$ cat config.mk
export PLATFORM = sky130hd
export DESIGN_NAME = mode_switch_controller
export DESIGN_NICKNAME = d
export VERILOG_FILES = /design/src/rtl/mode_pkg.sv /design/src/rtl/mode_holdoff_counter.sv /design/src/rtl/mode_switch_controller.sv
export SDC_FILE = /design/constraint.sdc
export NUM_CORES = 1
export LEC_CHECK = 0
export BUFFER_PORTS_ARGS = -buffer_cell sky130_fd_sc_hd__buf_2
export CORE_AREA = 2 2 46 48
export CTS_CLUSTER_SIZE = 40
export DETAILED_ROUTE_END_ITERATION = 10
export DIE_AREA = 0 0 48 50
export PLACE_DENSITY = 0.63
export SETUP_SLACK_MARGIN = 0.05
export SYNTH_ARGS = -nofsm -noshare
export SYNTH_HDL_FRONTEND = slang
export SYNTH_SLANG_ARGS = --single-unit
export TNS_END_PERCENT = 20
$ cat constraint.sdc
create_clock -name clk -period 2.1 [get_ports clk]
set_input_delay 0 -clock clk [delete_from_list [all_inputs] [get_ports clk]]
set_output_delay 0 -clock clk [all_outputs]
set_load 0.02 [all_outputs]
$ cat src/rtl/mode_pkg.sv
// Shared mode constants, FSM state encoding and helpers for the mode switch controller.
package mode_pkg;

  localparam int MODE_W = 2;
  localparam int HOLD_W = 16;

  localparam logic [MODE_W-1:0] MODE_MAIN     = 2'b00;
  localparam logic [MODE_W-1:0] MODE_WELCOME  = 2'b01;
  localparam logic [MODE_W-1:0] MODE_SETTINGS = 2'b10;
  localparam logic [MODE_W-1:0] MODE_SERVICE  = 2'b11;

  typedef enum logic [1:0] {
    ST_IDLE    = 2'b00,
    ST_ACK     = 2'b01,
    ST_RELEASE = 2'b10,
    ST_HOLDOFF = 2'b11
  } state_t;

  // A target is only honoured if a mode module actually exists for it.
  function automatic logic mode_valid(input logic [MODE_W-1:0] m, input int num_modes);
    return (int'(m) < num_modes);
  endfunction

endpackage

$ cat src/rtl/mode_holdoff_counter.sv
// Post-switch holdoff down-counter: load, saturating decrement, zero flag.
module mode_holdoff_counter
  import mode_pkg::*;
(
  input  logic              clk,
  input  logic              rst_n,
  input  logic              load,
  input  logic [HOLD_W-1:0] load_value,
  input  logic              dec,
  output logic [HOLD_W-1:0] count,
  output logic              zero
);

  logic [HOLD_W-1:0] count_r;

  // Counter register; load wins over decrement, and it never wraps below zero.
  always_ff @(posedge clk or negedge rst_n) begin
    if (!rst_n) begin
      count_r <= 16'd0;
    end else if (load) begin
      count_r <= load_value;
    end else if (dec && (count_r != 16'd0)) begin
      count_r <= count_r - 16'd1;
    end else begin
      count_r <= count_r;
    end
  end

  assign count = count_r;
  assign zero  = (count_r == 16'd0);

endmodule

$ cat src/rtl/mode_switch_controller.sv
// Arbitrates main-mode switch requests: only the active mode's owner may request a switch.
// Optional post-switch holdoff is compiled in with `define MODE_SWITCH_HOLDOFF_EN.
module mode_switch_controller
  import mode_pkg::*;
#(
  parameter int                NUM_MODES      = 4,
  parameter int                HOLDOFF_CYCLES = 16,
  parameter logic [MODE_W-1:0] RESET_MODE     = MODE_WELCOME
) (
  input  logic                   clk,
  input  logic                   rst_n,
  input  logic [NUM_MODES-1:0]   mode_req,
  input  logic [2*NUM_MODES-1:0] mode_target,
  output logic [NUM_MODES-1:0]   mode_ack,
  output logic [MODE_W-1:0]      current_main_mode,
  output logic                   switching,
  output logic                   mode_changed
);

  if ((HOLDOFF_CYCLES < 1) || (HOLDOFF_CYCLES > 65535) || (NUM_MODES < 1) || (NUM_MODES > 4)) begin : g_bad_params
    $error("mode_switch_controller: parameter out of range");
  end

  localparam logic [NUM_MODES-1:0] ACK_ONE = {{(NUM_MODES-1){1'b0}}, 1'b1};

  state_t                state_r, state_next_s;
  logic [MODE_W-1:0]     mode_r, mode_next_s;
  logic [MODE_W-1:0]     old_idx_r, old_idx_next_s;
  logic [MODE_W-1:0]     tgt_r, tgt_next_s;
  logic [NUM_MODES-1:0]  ack_r, ack_next_s;
  logic                  changed_r, changed_next_s;
  logic                  switching_r, switching_next_s;
  logic                  req_cur_s, req_old_s;
  logic [MODE_W-1:0]     tgt_cur_s;

`ifdef MODE_SWITCH_HOLDOFF_EN
  logic                  hold_load_s, hold_zero_s;
  logic [HOLD_W-1:0]     hold_count_s;

  mode_holdoff_counter u_holdoff (
    .clk        (clk),
    .rst_n      (rst_n),
    .load       (hold_load_s),
    .load_value (HOLD_W'(HOLDOFF_CYCLES - 1)),
    .dec        (state_r == ST_HOLDOFF),
    .count      (hold_count_s),
    .zero       (hold_zero_s)
  );
`endif

  // Select the request/target of the active mode owner and the request of the latched owner.
  always_comb begin
    req_cur_s = 1'b0;
    req_old_s = 1'b0;
    tgt_cur_s = mode_r;
    for (int i = 0; i < NUM_MODES; i++) begin
      if (mode_r == MODE_W'(i)) begin
        req_cur_s = mode_req[i];
        tgt_cur_s = mode_target[2*i +: 2];
      end else begin
        req_cur_s = req_cur_s;
      end
      if (old_idx_r == MODE_W'(i)) begin
        req_old_s = mode_req[i];
      end else begin
        req_old_s = req_old_s;
      end
    end
  end

  // Next-state and next-output logic; all outputs are registered from these values.
  always_comb begin
    state_next_s   = state_r;
    mode_next_s    = mode_r;
    old_idx_next_s = old_idx_r;
    tgt_next_s     = tgt_r;
    ack_next_s     = '0;
    changed_next_s = 1'b0;
`ifdef MODE_SWITCH_HOLDOFF_EN
    hold_load_s    = 1'b0;
`endif
    case (state_r)
      ST_IDLE: begin
        if (req_cur_s) begin
          state_next_s   = ST_ACK;
          old_idx_next_s = mode_r;
          tgt_next_s     = tgt_cur_s;
          ack_next_s     = ACK_ONE << mode_r;
          if (mode_valid(tgt_cur_s, NUM_MODES) && (tgt_cur_s != mode_r)) begin
            mode_next_s    = tgt_cur_s;
            changed_next_s = 1'b1;
          end else begin
            mode_next_s = mode_r;
          end
        end else begin
          state_next_s = ST_IDLE;
        end
      end
      ST_ACK: begin
        state_next_s = ST_RELEASE;
        // Hold the mode from the latched target so later bus changes cannot leak in.
        if (mode_valid(tgt_r, NUM_MODES)) begin
          mode_next_s = tgt_r;
        end else begin
          mode_next_s = mode_r;
        end
      end
      ST_RELEASE: begin
        if (!req_old_s) begin
`ifdef MODE_SWITCH_HOLDOFF_EN
          state_next_s = ST_HOLDOFF;
          hold_load_s  = 1'b1;
`else
          state_next_s = ST_IDLE;
`endif
        end else begin
          state_next_s = ST_RELEASE;
        end
      end
      ST_HOLDOFF: begin
`ifdef MODE_SWITCH_HOLDOFF_EN
        if (hold_zero_s) begin
          state_next_s = ST_IDLE;
        end else begin
          state_next_s = ST_HOLDOFF;
        end
`else
        state_next_s = ST_IDLE;
`endif
      end
      default: begin
        state_next_s = ST_IDLE;
      end
    endcase
    switching_next_s = (state_next_s != ST_IDLE);
  end

  // State and output registers.
  always_ff @(posedge clk or negedge rst_n) begin
    if (!rst_n) begin
      state_r     <= ST_IDLE;
      mode_r      <= RESET_MODE;
      old_idx_r   <= RESET_MODE;
      tgt_r       <= RESET_MODE;
      ack_r       <= '0;
      changed_r   <= 1'b0;
      switching_r <= 1'b0;
    end else begin
      state_r     <= state_next_s;
      mode_r      <= mode_next_s;
      old_idx_r   <= old_idx_next_s;
      tgt_r       <= tgt_next_s;
      ack_r       <= ack_next_s;
      changed_r   <= changed_next_s;
      switching_r <= switching_next_s;
    end
  end

  assign mode_ack          = ack_r;
  assign current_main_mode = mode_r;
  assign switching         = switching_r;
  assign mode_changed      = changed_r;

endmodule

==> key figures, run 1 <==
Outcome
  • Status: complete, no violations

Clock network
  • CTS root buf: clkbuf_4
  • CTS Buf Count: 3
  • CTS sink count: 14
  • Post-cts resize count: 0
  • Max clock buf depth: 2
  • CTS tree: built
  • Worst-Skew Late Latency: 0.27 ns
  • H-tree levels: 1
  • Postcts setup bufs: 0
  • Worst-path clk slew: 0.08 ns

Power and ir drop
  • Max VDD drop: 0.679 mV
  • Combinational Power Share: 43.1%
  • Clock power share: 15.1%
  • Sequential share of power: 41.8%
  • Power per standard cell area: 1450 nW/um2
  • NetSw: 0.475 mW
  • Leakage Power: 0.423 nW
  • Pint: 0.769 mW
  • Switching Share: 38.2%

Timing
  • Least-Margin Pin Slew: 0.408 ns
  • Max Freq: 526 MHz
  • Minimum clock period: 1.90 ns
  • Final setup fails: 0
  • Final hold violations: 0
  • Unrepaired setup endpoints after global routing: no
  • Worst hold slack: 0.0708 ns
  • TNS Setup: 0 ns
  • Final setup margin: 0.201 ns
  • Final period utilization: 90.5%
  • Slew headroom: 72.8%
  • Clk_skew: 0.00184 ns
  • Max Slew Vio Count: 0

Worst hold path
  • Hold WC Path Type: in -> reg

Synth
  • Syn nets: 72
  • Count leader, synth: dfrtp_1
  • EDFF count, synth: 0
  • Area contributors post-synth: dfrtp_1 (40%), dfstp_2 (11%), mux4_1 (7.6%)
  • Cells after Synth: 58
  • Commonest cells in the netlist: dfrtp_1 (11), nand2_1 (7), o21ai_0 (5), inv_1 (4), nor2_1 (4)
  • Register area share after synthesis: 51.2%
  • Yosys reg bits: 14
  • Share of synthesized registers carrying an async set or reset: 100%
  • Yosys top cell area share: 39.8%
  • Count of different cell masters after synthesis: 23
  • Synthesized area per cell: 11.9 um2
  • Synth Cell Area: 692 um2
  • Synth Warn #: 0
  • Top_reg_cell synth: dfrtp_1
  • Largest area contributor in the netlist: dfrtp_1

Worst setup path
  • CP Launch Type: flop
  • Crit Path Category: reg -> reg
  • Worst EP required: 2.26 ns
  • Crit path arrival time: 2.06 ns
  • CP Capture Type: flop
  • Critical path fanouts, max: 12

Floorplan
  • Initial core utilization: 36.4%
  • Die Span X: 48 um
  • Die Area: 2400 um2
  • Io pins: 22
  • Site Rows: 16
  • DIE HEIGHT: 50 um
  • Core ar.: 1900 um2

Final layout
  • Fillers: 182
  • Nets: 97
  • Antenna fix cells: 0
  • Share of cells above drive strength 1: 42.7%
  • Area growth, synth to finish: 23.9%

Routing
  • Routed length per instance: 12.1 um
  • Final WL: 1310 um
  • DRC: 0
  • Post-DR vias/cell: 4.65
  • Via count: 507
  • Initial DRC count: 6
  • DR pass1 iterations: 4
  • DRT antenna net count: 0

Flow run
  • Max-cap violations: 0

Placed design
  • Port buffer count: 21
  • Hpwl dp: 977 um
  • Gp weighted congestion: 0.734
  • Placement Setup Slack: 0.184 ns

Global routing
  • Vias in the first global route: 471
  • Initial antenna violation count: 0
  • Overall routing resource usage: 12.6%
  • Remaining Overflow, GRT: 0
  • First-pass GRT wire length: 2110 um
  • Pin count of the biggest net entering global routing: 15
==> path summary, 6_finish.rpt <==
| kind | slack [ns] | to | from | cells after the start |
|---|---|---|---|---|
| setup / recovery | 0.20 | old_idx_r[1] | current_main_mode[0] | 3 |
| hold / removal | 0.07 | mode_ack[3] | mode_req[3] | 2 |
| setup reg to reg | 0.20 | old_idx_r[1] | current_main_mode[0] | 3 |
| hold reg to reg | 0.48 | tgt_r[0] | tgt_r[0] | 2 |
| max in group asynchronous | 1.67 | current_main_mode[0] | rst_n | 2 |
| min in group asynchronous | 0.14 | mode_changed | rst_n | 2 |
==> what timing repair did <==
action                                 in CTS  in global routing
hold buffers                                1                  0
endpoints found under the hold margin      14                  0
setup endpoints to repair                   0                  0
==> layout make-up <==
class	instances	area, um2	share of cell area, %
Multi-Input combinational cell	37	295	34.5
Clock buffer	4	36.3	4.23
Timing Repair Buffer	23	123	14.3
Inverter	4	15.0	1.75
Sequential cell	14	354	41.3
Tap cell	27	33.8	3.94
==> through the flow <==
step / power (mW) / instances / utilization (%) / area, um2
after global placement: 1.05 / 104 / 42.6 / 811
after CTS: 1.26 / 109 / 45.1 / 857
final: 1.24 / 109 / 45.1 / 857
after detailed placement: 1.07 / 104 / 42.6 / 811
after global routing: 1.35 / 109 / 45.1 / 857
after floorplan: 0.941 / 58 / - / 692
==> state kept, by name, summed over array words and instances (netlist names) <==
signal and flops:
current_main_mode 2, mode_ack 4, mode_changed 1, old_idx_r 2, state_r 2, switching 1, tgt_r 2
==> power by group through the flow <==
stage / Combinational (mW) / Clock, mW / Sequential [mW]
2_1_floorplan: 0.400 / 0 / 0.541
3_3_place_gp: 0.527 / 0 / 0.521
3_5_place_dp: 0.538 / 0 / 0.529
4_1_cts: 0.542 / 0.193 / 0.522
5_1_grt: 0.604 / 0.210 / 0.541
6_report: 0.536 / 0.188 / 0.520
==> per-layer routing <==
layer  part of all wire, %  wire, um  track usage, %
met5                     0         0               0
met4                   1.8        23            6.76
met3                   3.3        44            3.30
met2                    47       616            16.7
met1                    48       629            18.2
==> cell usage in the layout (no fill, tap or decap) <==
cell	Yosys	layout
buf_2	1	21
dfrtp_1	11	11
nand2_1	7	7
o21ai_0	5	5
nor2_1	4	4
inv_1	4	4
mux2_2	3	3
clkbuf_4	0	3
dfstp_2	3	3
mux4_1	2	2
mux4_2	2	2
nor3b_1	2	2
nor2b_1	2	2
nand3b_1	1	1
nor3_1	1	1
nand3_1	1	1
and2_0	1	1
and4_2	1	1
a31oi_1	1	1
mux2i_1	1	1
o22ai_1	1	1
o31a_1	1	1
a21oi_1	1	1
clkbuf_8	0	1
dlygate4sd3_1	0	1
buf_4	0	1
==> critical path: stages, from the launching register on <==
cell and delay, ns:
dfstp_2 0.67, mux4_1 0.63, nand2_1 0.15, mux2_2 0.35
==> logic make-up (layout without fill, tap and decap cells) <==
logic type / count (synthesis) / count (layout) / share of synthesized area (%)
and+or+nand+nor: 20 / 20 / 14.8
DFF: 14 / 14 / 51.2
AOI/OAI and AO/OA: 9 / 9 / 7.41
buffers and inverters: 7 / 31 / 6.15
muxes: 8 / 8 / 20.4
No activity file was read; power rests on OpenSTA's default activity.
==> run 2, diff against run 1 <==
Settings changed: SETUP_SLACK_MARGIN 0.05 to 0.5.
==> run 2 against run 1 <==
Against the previous run: clock skew rose by 0.00059 ns; register-to-register slack improved by 0.28 ns; worst setup slack improved by 0.28 ns; routed wire length fell by 7.3%; via count rose by 4.3%; first-iteration DRC count fell by 33%; critical path depth rose by 1; clock power barely moved.
==> key figures, run 2 (same netlist as run 1, synthesis figures left out) <==
Outcome
  • Status: complete, no violations (unchanged)

Timing
  • Max Slew Vio Count: 0 (unchanged)
  • Final hold violations: 0 (unchanged)
  • Max Freq: 619 MHz (was 526 MHz)
  • Clk_skew: 0.00243 ns (was 0.00184 ns)
  • Final setup fails: 0 (unchanged)
  • Least-Margin Pin Slew: 0.291 ns (was 0.408 ns)
  • TNS Setup: 0 ns (unchanged)
  • Unrepaired setup endpoints after global routing: yes (was no)
  • Minimum clock period: 1.61 ns (was 1.90 ns)
  • Slew headroom: 80.6% (was 72.8%)
  • Final period utilization: 76.9% (was 90.5%)

Global routing
  • First-pass GRT wire length: 2170 um (was 2110 um)
  • Remaining Overflow, GRT: 0 (unchanged)
  • Vias in the first global route: 532 (was 471)
  • Overall routing resource usage: 12.9% (was 12.6%)
  • Pin count of the biggest net entering global routing: 15 (unchanged)
  • Initial antenna violation count: 0 (unchanged)

Final layout
  • Share of cells above drive strength 1: 47.1% (was 42.7%)
  • Most frequent cells in the layout: buf_2 (21), dfrtp_1 (11), nand2_1 (6) (was buf_2 (21), dfrtp_1 (11), nand2_1 (7))
  • Nets: 100 (was 97)
  • Fillers: 184 (was 182)
  • Largest register FFs: 4 (unchanged)
  • Antenna fix cells: 0 (unchanged)
  • Area growth, synth to finish: 28.8% (was 23.9%)
  • Commonest non-fill, non-tap cell in the layout: buf_2 (unchanged)
  • Design Area, Final: 891 um2 (was 857 um2)

Worst setup path
  • Worst r2r dst: current_main_mode[1] (was old_idx_r[1])
  • Critical-path cell list: buf_6, mux4_2, o31a_1, a21oi_1 (was mux4_1, nand2_1, mux2_2)
  • CP Launch Type: flop (unchanged)
  • Delay of the slowest critical-path stage: 0.56 ns (was 0.67 ns)
  • Worst R2R Setup Slack: 0.49 ns (was 0.20 ns)
  • CP Capture Type: flop (unchanged)
  • Critical path fanouts, max: 3 (was 12)
  • Worst R2R Start: current_main_mode[0] (unchanged)
  • Crit path arrival time: 1.82 ns (was 2.06 ns)
  • Crit Path Category: reg -> reg (unchanged)
  • R2r worst-path depth: 4 (was 3)
  • Worst Setup EP: current_main_mode[1] (was old_idx_r[1])
  • Worst EP required: 2.31 ns (was 2.26 ns)
  • CP bufs+invs: 1 (was 0)
  • Critical Path Start: current_main_mode[0] (unchanged)
  • Critical path depth: 4 (was 3)
  • CP max-delay cell: dfstp_2 (unchanged)
  • CP top delay family: flip-flops (was multiplexers)

Routing
  • DRT antenna net count: 0 (unchanged)
  • Routed length per instance: 10.9 um (was 12.1 um)
  • DR pass1 iterations: 5 (was 4)
  • Final WL: 1220 um (was 1310 um)
  • Initial DRC count: 4 (was 6)
  • Via count: 529 (was 507)
  • DRC: 0 (unchanged)
  • Post-DR vias/cell: 4.72 (was 4.65)

Clock network
  • Max clock buf depth: 2 (unchanged)
  • Worst-path clk slew: 0.09 ns (was 0.08 ns)
  • CTS root buf: clkbuf_4 (unchanged)
  • CTS tree: built (unchanged)
  • CTS Buf Count: 3 (unchanged)
  • CTS sink count: 14 (unchanged)
  • H-tree levels: 1 (unchanged)
  • Worst-Skew Late Latency: 0.27 ns (about the same)

Floorplan
  • Core ar.: 1900 um2 (unchanged)
  • Site Rows: 16 (unchanged)
  • Initial core utilization: 36.4% (unchanged)
  • Die Area: 2400 um2 (unchanged)
  • Io pins: 22 (unchanged)
  • DIE HEIGHT: 50 um (unchanged)
  • Die Span X: 48 um (unchanged)

Placed design
  • Hpwl dp: 936 um (was 977 um)
  • Dpl cell area: 821 um2 (was 811 um2)
  • Gp weighted congestion: 0.762 (was 0.734)
  • Port buffer count: 21 (unchanged)

Flow run
  • Max-cap violations: 0 (unchanged)

Power and ir drop
  • Power per standard cell area: 1490 nW/um2 (was 1450 nW/um2)
  • Leakage Power: 0.444 nW (was 0.423 nW)
  • Power, Total: 1.33 mW (was 1.24 mW)
  • Max VDD drop: 0.688 mV (was 0.679 mV)

Worst hold path
  • Hold WC Path Type: in -> reg (unchanged)
==> run 2: cell count changes in the layout (fill, tap and decap cells not counted) <==
cell / before / now
mux2_4: 0 / 1
buf_4: 1 / 3
mux4_2: 2 / 3
mux2_2: 3 / 2
buf_6: 0 / 1
nand2_1: 7 / 6
mux4_1: 2 / 1
nand2_4: 0 / 1
==> run 2: metrics by stage <==
stage / setup slack, ns / std cells / util, % / hold slack (ns)
2_1_floorplan: 0.428 / 58 / - / -0.296
3_3_place_gp: 0.396 / 105 / 43.2 / -0.0975
3_5_place_dp: 0.371 / 105 / 43.2 / -0.0977
4_1_cts: 0.482 / 112 / 46.8 / 0.0480
5_1_grt: 0.421 / 112 / 46.8 / 0.0612
6_report: 0.485 / 112 / 46.8 / 0.0556
==> run 2: cell type report <==
| cell class | instances | area, um2 | share of cell area [%] |
|---|---|---|---|
| sequential | 14 | 354 | 39.7 |
| multi-input combinational | 37 | 303 | 34.0 |
| timing repair buffer | 26 | 149 | 16.7 |
| clock buffer | 4 | 36.3 | 4.07 |
| tap | 27 | 33.8 | 3.79 |
| inverter | 4 | 15.0 | 1.69 |
==> run 2: worst min path at each step <==
stage                startpoint  cells past startpoint              endpoint  slack [ns]
finish              mode_req[3]                      2           mode_ack[3]        0.06
global route        mode_req[3]                      2           mode_ack[3]        0.06
CTS                 mode_req[3]                      2           mode_ack[3]        0.05
detailed placement        rst_n                      1           mode_ack[1]        -0.1
global placement          rst_n                      1           mode_ack[0]        -0.1
floorplan                 rst_n                      0  current_main_mode[1]       -0.30
==> run 2: power breakdown <==
part | switching (mW) | total (mW) | internal, mW
registers | 0.0583 | 0.466 | 0.408
clock network | 0.0860 | 0.191 | 0.105
logic | 0.355 | 0.672 | 0.316
==> run 2: timing repair <==
| item | in CTS | in global routing |
|---|---|---|
| endpoints found under the hold margin | 14 | 0 |
| endpoints found under the setup margin | 3 | 7 |
| setup buffers | 2 | 0 |
| pin swaps | 1 | 0 |
| resized for setup | 2 | 0 |
| hold buffers | 1 | 0 |
==> run 2: metal layers <==
layer | vias to the layer above | part of all wire (%) | global-route usage [%]
met5 | - | 0 | 0
met4 | 0 | 0 | 6.76
met3 | 0 | 5.5 | 3.30
met2 | 18 | 50 | 20.4
met1 | 249 | 44 | 15.3
li1 | 262 | - | -
